--- config.mk ---
export PLATFORM = sky130hd
export DESIGN_NAME = cbus_arbiter_flat
export DESIGN_NICKNAME = d
export VERILOG_FILES = /design/src/rtl/cbus_arbiter_pkg.sv /design/src/rtl/cbus_arbiter_if.sv /design/src/rtl/cbus_arbiter_pick.sv /design/src/rtl/cbus_arbiter.sv /design/src/flat_wrapper.sv
export SDC_FILE = /design/constraint.sdc
export NUM_CORES = 1
export LEC_CHECK = 0
export ABC_AREA = 0
export CAP_MARGIN = 20
export CORE_AREA = 2 2 130 132
export CTS_CLUSTER_DIAMETER = 150
export DETAILED_ROUTE_END_ITERATION = 8
export DIE_AREA = 0 0 132 134
export DONT_BUFFER_PORTS = 1
export GPL_TIMING_DRIVEN = 0
export SYNTH_ARGS = -nofsm -noshare
export SYNTH_HDL_FRONTEND = slang
export SYNTH_SLANG_ARGS = --single-unit
--- constraint.sdc ---
create_clock -name clk -period 3.1 [get_ports clk]
set_input_delay 0.31 -clock clk [delete_from_list [all_inputs] [get_ports clk]]
set_output_delay 0.31 -clock clk [all_outputs]
set_load 0.01 [all_outputs]
--- src/rtl/cbus_arbiter_pkg.sv ---
// Shared types for the cbus two-into-one arbiter: bus request/response structs,
// arbiter state encoding and beat-counter width.
package cbus_arbiter_pkg;

    localparam int ARB_BEAT_W   = 4;
    localparam int CBUS_ADDR_W  = 32;
    localparam int CBUS_DATA_W  = 32;
    localparam int CBUS_STRB_W  = CBUS_DATA_W / 8;
    localparam int ARB_STARVE_W = 4;

    typedef enum logic [1:0] {
        IDLE   = 2'd0,
        BUSY_I = 2'd1,
        BUSY_D = 2'd2
    } arb_state_t;

    typedef struct packed {
        logic                   valid;
        logic                   is_write;
        logic [CBUS_ADDR_W-1:0] addr;
        logic [3:0]             len;
        logic [CBUS_DATA_W-1:0] data;
        logic [CBUS_STRB_W-1:0] strb;
    } cbus_req_t;

    typedef struct packed {
        logic                   ready;
        logic                   last;
        logic [CBUS_DATA_W-1:0] data;
    } cbus_resp_t;

    // Forward a granted request with valid forced high, whatever the owner drives.
    function automatic cbus_req_t cbus_req_granted(input cbus_req_t req);
        cbus_req_t r;
        r       = req;
        r.valid = 1'b1;
        return r;
    endfunction

endpackage

--- src/rtl/cbus_arbiter_if.sv ---
// Bundle of the arbiter's bus-side signals. The slave modport is the arbiter's
// view; the master modport is the view of the core/bridge side driving it.
interface cbus_arbiter_if;
    import cbus_arbiter_pkg::*;

    cbus_req_t              ireq;
    cbus_resp_t             iresp;
    cbus_req_t              dreq;
    cbus_resp_t             dresp;
    cbus_req_t              oreq;
    cbus_resp_t             oresp;
    logic                   busy;
    logic                   grant_d;
    logic [ARB_BEAT_W-1:0]  beat_cnt;

    modport slave (
        input  ireq, dreq, oresp,
        output iresp, dresp, oreq, busy, grant_d, beat_cnt
    );

    modport master (
        output ireq, dreq, oresp,
        input  iresp, dresp, oreq, busy, grant_d, beat_cnt
    );

endinterface

--- src/rtl/cbus_arbiter_pick.sv ---
// Combinational arbitration policy for cbus_arbiter: picks the winner among the
// valid requesters. Round-robin replaces fixed priority when CBUS_ARB_RR_EN is defined.
module cbus_arb_pick
    import cbus_arbiter_pkg::*;
#(
    parameter int D_PRIORITY   = 1,
    parameter int STARVE_LIMIT = 4
) (
    input  logic                    i_ivalid,
    input  logic                    i_dvalid,
`ifdef CBUS_ARB_RR_EN
    input  logic                    i_last_owner,
`else
    input  logic [ARB_STARVE_W-1:0] i_starve_cnt,
`endif
    output logic                    o_pick_d
);

`ifdef CBUS_ARB_RR_EN
    always_comb begin
        if (i_ivalid && i_dvalid) begin
            o_pick_d = ~i_last_owner;
        end else begin
            o_pick_d = i_dvalid;
        end
    end
`else
    localparam logic                    PRIO_D = (D_PRIORITY != 0);
    localparam logic [ARB_STARVE_W-1:0] LIMIT  = ARB_STARVE_W'(STARVE_LIMIT);

    // A starved non-priority side takes exactly one arbitration, then priority resumes.
    always_comb begin
        if (i_ivalid && i_dvalid) begin
            o_pick_d = (i_starve_cnt == LIMIT) ? ~PRIO_D : PRIO_D;
        end else begin
            o_pick_d = i_dvalid;
        end
    end
`endif

endmodule

--- src/rtl/cbus_arbiter.sv ---
// Two-into-one cbus arbiter: instruction and data cache buses share one memory port,
// grant locked per transaction. Optional macro CBUS_ARB_RR_EN selects round-robin.
module cbus_arbiter
    import cbus_arbiter_pkg::*;
#(
    parameter int D_PRIORITY   = 1,
    parameter int STARVE_LIMIT = 4
) (
    input  logic          clk,
    input  logic          reset,
    cbus_arbiter_if.slave bus
);

    // state  | meaning
    // IDLE   | no owner, arbitrate on any valid request
    // BUSY_I | instruction side owns the memory port until last beat
    // BUSY_D | data side owns the memory port until last beat
    localparam logic [1:0] S_IDLE   = 2'(IDLE);
    localparam logic [1:0] S_BUSY_I = 2'(BUSY_I);
    localparam logic [1:0] S_BUSY_D = 2'(BUSY_D);

    logic [1:0]            r_state;
    logic [ARB_BEAT_W-1:0] r_beat;
    logic                  w_any_req;
    logic                  w_both_req;
    logic                  w_grant;
    logic                  w_release;
    logic                  w_pick_d;

    assign w_any_req  = bus.ireq.valid | bus.dreq.valid;
    assign w_both_req = bus.ireq.valid & bus.dreq.valid;
    assign w_grant    = (r_state == S_IDLE) && w_any_req;
    assign w_release  = (r_state != S_IDLE) && bus.oresp.ready && bus.oresp.last;

`ifdef CBUS_ARB_RR_EN
    logic r_last_owner;

    cbus_arb_pick #(
        .D_PRIORITY   (D_PRIORITY),
        .STARVE_LIMIT (STARVE_LIMIT)
    ) u_pick (
        .i_ivalid     (bus.ireq.valid),
        .i_dvalid     (bus.dreq.valid),
        .i_last_owner (r_last_owner),
        .o_pick_d     (w_pick_d)
    );

    always_ff @(posedge clk or negedge reset) begin
        if (!reset) begin
            r_last_owner <= 1'b0;
        end else if (w_grant) begin
            r_last_owner <= w_pick_d;
        end
    end
`else
    localparam logic                    PRIO_D = (D_PRIORITY != 0);
    localparam logic [ARB_STARVE_W-1:0] LIMIT  = ARB_STARVE_W'(STARVE_LIMIT);

    logic [ARB_STARVE_W-1:0] r_starve_cnt;

    cbus_arb_pick #(
        .D_PRIORITY   (D_PRIORITY),
        .STARVE_LIMIT (STARVE_LIMIT)
    ) u_pick (
        .i_ivalid     (bus.ireq.valid),
        .i_dvalid     (bus.dreq.valid),
        .i_starve_cnt (r_starve_cnt),
        .o_pick_d     (w_pick_d)
    );

    // Only contested wins by the priority side count; a lone priority request leaves it alone.
    always_ff @(posedge clk or negedge reset) begin
        if (!reset) begin
            r_starve_cnt <= '0;
        end else if (w_grant) begin
            if (w_pick_d != PRIO_D) begin
                r_starve_cnt <= '0;
            end else if (w_both_req && (r_starve_cnt != LIMIT)) begin
                r_starve_cnt <= r_starve_cnt + 1'b1;
            end
        end
    end
`endif

    always_ff @(posedge clk or negedge reset) begin
        if (!reset) begin
            r_state <= S_IDLE;
        end else begin
            case (r_state)
                S_IDLE: begin
                    if (w_any_req) begin
                        r_state <= w_pick_d ? S_BUSY_D : S_BUSY_I;
                    end
                end
                S_BUSY_I, S_BUSY_D: begin
                    if (w_release) begin
                        r_state <= S_IDLE;
                    end
                end
                default: r_state <= S_IDLE;
            endcase
        end
    end

    always_ff @(posedge clk or negedge reset) begin
        if (!reset) begin
            r_beat <= '0;
        end else if (r_state == S_IDLE) begin
            r_beat <= '0;
        end else if (bus.oresp.ready) begin
            r_beat <= w_release ? '0 : r_beat + 1'b1;
        end
    end

    // Routing depends only on registered state, so requests never reach oreq.valid combinationally.
    always_comb begin
        bus.oreq  = '0;
        bus.iresp = '0;
        bus.dresp = '0;
        case (r_state)
            S_BUSY_I: begin
                bus.oreq  = cbus_req_granted(bus.ireq);
                bus.iresp = bus.oresp;
            end
            S_BUSY_D: begin
                bus.oreq  = cbus_req_granted(bus.dreq);
                bus.dresp = bus.oresp;
            end
            default: ;
        endcase
    end

    assign bus.busy     = (r_state != S_IDLE);
    assign bus.grant_d  = (r_state == S_BUSY_D);
    assign bus.beat_cnt = r_beat;

endmodule

--- src/flat_wrapper.sv ---
// flat-port wrapper written by rule: the top's interface ports become plain ports
module cbus_arbiter_flat import cbus_arbiter_pkg::*;
#(
    parameter int D_PRIORITY   = 1,
    parameter int STARVE_LIMIT = 4
)
  (clk, reset, bus_ireq, bus_dreq, bus_oresp, bus_iresp, bus_dresp, bus_oreq, bus_busy, bus_grant_d, bus_beat_cnt);
  cbus_arbiter_if bus_i ();
  input  logic clk;
  input  logic reset;
  input wire logic [$bits(bus_i.ireq)-1:0] bus_ireq;
  input wire logic [$bits(bus_i.dreq)-1:0] bus_dreq;
  input wire logic [$bits(bus_i.oresp)-1:0] bus_oresp;
  output wire logic [$bits(bus_i.iresp)-1:0] bus_iresp;
  output wire logic [$bits(bus_i.dresp)-1:0] bus_dresp;
  output wire logic [$bits(bus_i.oreq)-1:0] bus_oreq;
  output wire logic [$bits(bus_i.busy)-1:0] bus_busy;
  output wire logic [$bits(bus_i.grant_d)-1:0] bus_grant_d;
  output wire logic [$bits(bus_i.beat_cnt)-1:0] bus_beat_cnt;
  assign bus_i.ireq = bus_ireq;
  assign bus_i.dreq = bus_dreq;
  assign bus_i.oresp = bus_oresp;
  assign bus_iresp = bus_i.iresp;
  assign bus_dresp = bus_i.dresp;
  assign bus_oreq = bus_i.oreq;
  assign bus_busy = bus_i.busy;
  assign bus_grant_d = bus_i.grant_d;
  assign bus_beat_cnt = bus_i.beat_cnt;
  cbus_arbiter #(.D_PRIORITY(D_PRIORITY), .STARVE_LIMIT(STARVE_LIMIT)) u_core (.clk(clk), .reset(reset), .bus(bus_i));
endmodule
== Yosys cells after proc, flatten, opt, wreduce, memory -nomap -nowiden ==
Index checks and enable logic that the tools add are counted.
Widths: inputs -> output; s select.

* Word-level logic and storage cells: 39
* Output and inout bits: 148
* Register bits after elaboration: 10
* Input bits: 184

* Equal/unequal tests: 7
* Add/sub/neg operators: 2
* Mux-type cells: 14
* Bitwise operators: 2
* Reductions and logical operators: 11

{| class="wikitable"
|+ Operators with widths
! operator !! count
|-
| $pmux 74 s2 || 1
|-
| $mux 34 || 2
|-
| $mux 4 || 5
|-
| $add 4x1->4 const B || 2
|-
| $mux 2 || 3
|-
| $logic_and 1x1->1 || 5
|-
| $eq 4x3->1 const B || 1
|-
| $ne 2x1->1 const B || 2
|-
| $ne 4x3->1 const B || 1
|-
| $pmux 2 s2 || 1
|-
| $reduce_and 2->1 || 2
|-
| $reduce_bool 2->1 || 2
|-
| $eq 2x1->1 const B || 1
|-
| $eq 2x2->1 const B || 1
|-
| $logic_not 2->1 || 1
|-
| $mux 1 || 2
|-
| $ne 2x2->1 const B || 1
|-
| $reduce_or 2->1 || 1
|-
| $and 1x1->1 || 1
|-
| $or 1x1->1 || 1
|}

== Logic depth before layout (Yosys ltp) ==
* Depth after elaboration: 6
* Gate-level depth with buffers: 6

== Hierarchy ==
A second synthesis with hierarchy kept.

* Cells, all modules: 316
* Area total of the unflattened synthesis: 2234.6 um^2

{| class="wikitable"
|+ By module, submodules not included
! module !! area an instance (um^2) !! cells each !! times used
|-
| cbus_arbiter || 2218.4 || 314 || 1
|-
| cbus_arb_pick || 16.3 || 2 || 1
|}

== Worst setup path before layout ==
No wires, ideal clock.

* Kind: register to output
* Start point: register u_core.r_state[1]
* End point: output port bus_oreq[13]
* Cell stages (with the launch flop): 6
* Slack: 1.256 ns
* Data required time: 2.790 ns
* Buffers on the path: 2
* Arrival time: 1.534 ns
* Cells stage by stage: dfrtp_1 -> inv_1 -> ha_1 -> clkbuf_1 -> clkbuf_1 -> nor2b_1

* Word-level cells in the longest chain between the ends: 2
* Elaborated cells on any way between the ends: 3
* Classes of those cells: eq/ne (2); mux (1)

{| class="wikitable"
|+ Ends and longest elaborated chain
! element !! RTL line !! source
|-
| start: declaration || cbus_arbiter.sv:22 || <nowiki>logic [1:0] r_state;</nowiki>
|-
| start signal: assignment || cbus_arbiter.sv:92 || <nowiki>r_state <= w_pick_d ? S_BUSY_D : S_BUSY_I;</nowiki>
|-
| $eq 2x2->1 / $eq 2x1->1 (equally long branches) || cbus_arbiter.sv:120 || <nowiki>case (r_state)</nowiki>
|-
| $pmux 74 s2 * || cbus_arbiter.sv:120 ||
|-
| end: declaration || flat_wrapper.sv:16 || <nowiki>output wire logic [$bits(bus_i.oreq)-1:0] bus_oreq;</nowiki>
|}

Every way passes the cells marked *; elsewhere a longest branch is shown, timed or not.

== Worst setup path in the final report ==
* Start point: register u_core.r_state[1]
* End point: output port bus_oreq[15]

Same word-level chain as after synthesis.

==> results.md <==
- The run finished with clean final reports.
- STA classifies the critical path startpoint as a register.
- The count of pins on the block boundary is approximately 330.
- After Yosys synthesis, and, or, nand and nor cells account for between 40 and 50% of the synthesized area.
- The sequential share of the synthesized area is approximately 11%.
- The portion of synthesized area spent on multiplexers is less than 1%.
- After synthesis, the largest family of logic cells by area is simple AND/OR/NAND/NOR gates.
- In the routed design, unresolved DRC markers number 0.
- CTS saw 10 sinks.
- The largest individual stage delay along the critical path comes from the cell sky130_fd_sc_hd__clkbuf_1.
- The most numerous cell on the critical path is sky130_fd_sc_hd__clkbuf_1.
- Entering global routing, the biggest net connects 11 pins.
- Counting flops and latches in the post-synthesis netlist gives 10.
- TritonCTS built the clock tree.
- The source-to-sink clock delay at the later pin of the worst-skew pair is 0.24 ns.
- The global-route met1 utilization is 15.2%.
- The core occupancy in the finished layout is between 10% and 20%.
- The analysis attributes to cell leakage a power of about 0.83 nW.
- The CTS H-tree depth is 1.
- The post-synthesis instance area is approximately 2200 sq um.
- The final setup skew is 0.00211 ns.
- The worst-case IR drop observed on VDD is 0.000358 V.
- The global routing stage identified its most utilized layer as met1.
- The worst path uses 86.7% of the clock period.
- The worst endpoint required time is about 2.8 ns.
- The library cell with the highest instance count after synthesis is sky130_fd_sc_hd__nor2b_1.
- From bottom edge to top edge, the die measures 134 microns.
- Headroom to the max-slew limit came out at about three fifths.
- The path class of the tightest hold or removal check is in -> reg.
- The CTS buffer count is 3.
- The effective utilization at floorplan is a little over an eighth.
- The detail route stage leaves a number of antenna-violating nets equal to 0.
- The area growth from synthesis to layout is 17.0%.
- After clock tree synthesis, the repair step resized 0 gates.
- The register-to-register path setup slack is about 1.3 ns.
- The final number of max-transition violations is 0.
- For this design the ratio of total power to cell area is ~900 nW/um^2.
- In this run the core area contains 47 standard-cell rows.
- At the worst endpoint, the arrival time is 2.38 ns.
- The share of the synthesized area in the top cell type is roughly 25%.
- The tree is rooted in a sky130_fd_sc_hd__clkbuf_16.
- The number of global-route vias before repair is between 2k and 2.5k.
- The number of buffers added on ports is 0.
- The number of filler instances in the final layout is 1860.
- The pin slew with the least headroom to its limit is 0.623 ns.
- The full die area is about 18000 sq um.
- The net count of the mapped netlist is approximately 500.
- The routed wire length per instance is slightly below 20 microns.
- The setup violation total in the final timing report is 0.
- Setup repair after global routing left no endpoint under its margin.
- The final weighted congestion in routability-driven placement is slightly below 1.
- For this block, the routed nets add up to approximately 11 mm of wire.
- The category of the worst setup path capture point is a primary output.
- The final non-filler cell total is ~540.
- In the post-synthesis netlist, the biggest area contributors are sky130_fd_sc_hd__a22oi_1 (25%), sky130_fd_sc_hd__nor2b_1 (21%), sky130_fd_sc_hd__and2_1 (19%), sky130_fd_sc_hd__dfrtp_1 (11%), sky130_fd_sc_hd__clkbuf_1 (4.1%).
- The number of antenna violations at the first check in global routing is 0.
- The total area of multi-input combinational cells is approximately 1800 sq um.
- The first global-routing pass estimated roughly 14 mm of wire.
- In the synthesized netlist the async set-or-reset flop fraction comes to 100%.
- The most frequently used flop master after synthesis is sky130_fd_sc_hd__dfrtp_1.
- The via count of the routed design is about 2.5k.
- Across every metal layer, demand over resource in global routing totals just over 10%.
- Counting distinct cell types in the post-synthesis netlist gives 29.
- Summed over all layers, the global routing overflow is 0.
- The critical path goes through inv_1, ha_1, clkbuf_1, clkbuf_1, nor2b_1.
- The number of flops mapped to enable cells by yosys is 0.
- Synthesis produced about 310 cells.
- The number of buffer and inverter stages on the critical path is 3.
- The reported max-cap violation count is 0.
- The number of cells in the design after placement is roughly 530.
- The kind of cell with the highest combined delay along the critical path is buffers and inverters.
- The Yosys step of the flow raised 0 warnings.
- The met3 track utilization from global routing is 2.57%.
- The post-detailed-route via-to-cell ratio is about 4.7.
- Summing the areas of all fa, ha and maj instances in the mapped netlist gives ~4.0% of the synthesized area.
- The clock passes through at most 2 buffers.
- The placeable core area is 16300 sq um.
- In the global route stage, met2 resource usage came out at roughly 14%.
- The register clock-pin slew on the reported worst setup and hold paths is approximately 0.04 ns.
- The net count of the finished layout is 510.
- The pre-antenna-repair detailed-routing pass consisted of 4 iterations.
- The critical path is of the reg -> out type.
- The synthesized-area fraction occupied by ao, oa, aoi and oai cells is 28.7%.
- The total count of hold-check failures in the final report was 0.
- The longest individual stage delay on the worst path is ~0.52 ns.
- The minimum clock period is around 2.7 ns.
- Measured along the x axis, the die boundary spans roughly 130 microns.
- The worst-path maximum fanout is 10.
- The xor and xnor fraction of the mapped netlist area is 0%.
- 0 antenna diodes ended up in the layout.
- In the final layout, the share of cells above drive strength 1 is just over 4%.
- The largest area contributor in the synthesized netlist is sky130_fd_sc_hd__a22oi_1.
- By count the netlist is led by sky130_fd_sc_hd__nor2b_1 (74), sky130_fd_sc_hd__a22oi_1 (73), sky130_fd_sc_hd__and2_1 (68).
- The average size of a mapped cell is roughly 7 sq um.
- The area occupied by registers is approximately 250 sq um.
- The violation count after the first detailed-routing iteration is 187.
- Setup total negative slack on the finished layout was measured at 0 ns.
- The HPWL after detailed placement is 8.92 mm.
- The fmax is around 370 MHz.
per-stage QoR:
| step | area (sq um) | hold slack, ns | total power (W) | worst slack (ns) |
|---|---|---|---|---|
| 6_report | 2580 | 0.162 | 0.00233 | 0.411 |
| 5_1_grt | 2580 | 0.174 | 0.00251 | 0.187 |
| 4_1_cts | 2580 | 0.159 | 0.00234 | 0.339 |
| 3_5_place_dp | 2480 | 0.0147 | 0.00206 | 0.615 |
| 3_3_place_gp | 2480 | 0.0147 | 0.00204 | 0.635 |
| 2_1_floorplan | 2200 | 0.0144 | 0.00163 | 1.26 |
worst register-to-register path, cell delays in order (launching register included):
cell,delay (ns)
sky130_fd_sc_hd__dfrtp_1,0.40
sky130_fd_sc_hd__inv_1,0.08
sky130_fd_sc_hd__ha_1,0.45
sky130_fd_sc_hd__clkbuf_1,0.53
sky130_fd_sc_hd__nand4b_1,0.19
sky130_fd_sc_hd__nand3_1,0.07
cell families after synthesis:
| family | Yosys count |
|---|---|
| AND/OR/NAND/NOR | 168 |
| AO/OA/AOI/OAI | 85 |
| buffers and inverters | 41 |
| flip-flops | 10 |
| adder cells (fa/ha/maj) | 7 |
| multiplexers | 2 |
flip-flops by register name, summed over array words and instances (netlist names):
register	count
u_core.bus.beat_cnt	4
u_core.r_state	2
u_core.r_starve_cnt	4
layout make-up:
type	count	area share (%)
Sequential cell	10	9.71
Multi-Input combinational cell	262	69.5
Timing Repair Buffer	1	0.389
Buffer	33	5.15
Inverter	8	1.17
Clock buffer	4	3.45
Tap cell	220	10.7
cells in the final DEF (no fill, tap or decap), types with 2 or more instances in the layout:
cell,synthesis,routed
sky130_fd_sc_hd__nand2_1,5,5
sky130_fd_sc_hd__inv_1,8,8
sky130_fd_sc_hd__nor2_1,2,2
sky130_fd_sc_hd__nand2b_1,3,3
sky130_fd_sc_hd__clkbuf_16,0,3
sky130_fd_sc_hd__buf_2,6,6
sky130_fd_sc_hd__ha_1,7,7
sky130_fd_sc_hd__a31oi_1,2,2
sky130_fd_sc_hd__nand3b_1,3,3
sky130_fd_sc_hd__dfrtp_1,10,10
sky130_fd_sc_hd__mux2i_1,2,2
sky130_fd_sc_hd__nand3_1,7,7
sky130_fd_sc_hd__nor2b_1,74,74
sky130_fd_sc_hd__a21oi_1,3,3
sky130_fd_sc_hd__clkbuf_1,24,24
sky130_fd_sc_hd__a22oi_1,73,73
sky130_fd_sc_hd__buf_1,2,2
sky130_fd_sc_hd__nand4_1,2,2
sky130_fd_sc_hd__and2_1,68,68
sky130_fd_sc_hd__o21ai_0,2,2
path summary, 6_finish.rpt:
kind | startpoint | to | cells after the start
hold / removal | bus_oresp[32] | u_core.bus.beat_cnt[3] | 1
min in group asynchronous | reset | u_core.bus.beat_cnt[0] | 1
setup / recovery | u_core.r_state[1] | bus_oreq[15] | 5
max in group asynchronous | reset | u_core.bus.beat_cnt[2] | 1
hold reg to reg | u_core.r_starve_cnt[1] | u_core.r_starve_cnt[1] | 2
setup reg to reg | u_core.r_state[1] | u_core.r_state[1] | 5
report_power, final:
group,switching [W],internal [W]
Sequential,0.0000350,0.000158
Clock,0.0000669,0.000195
Combinational,0.00122,0.000652
Total,0.00132,0.00100
routing by layer:
layer  vias to the layer above  wire (microns)
met5                         -               0
met3                        21            1110
li1                       1107               -
met1                      1215            4530
met2                       189            4580
met4                         0             314
repair_timing:
action                                 4_1_cts  5_1_grt
endpoints found under the hold margin       10        0
buffers inserted                             0        0
hold buffers                                 1        0
Power figures use the tool's default switching activity.
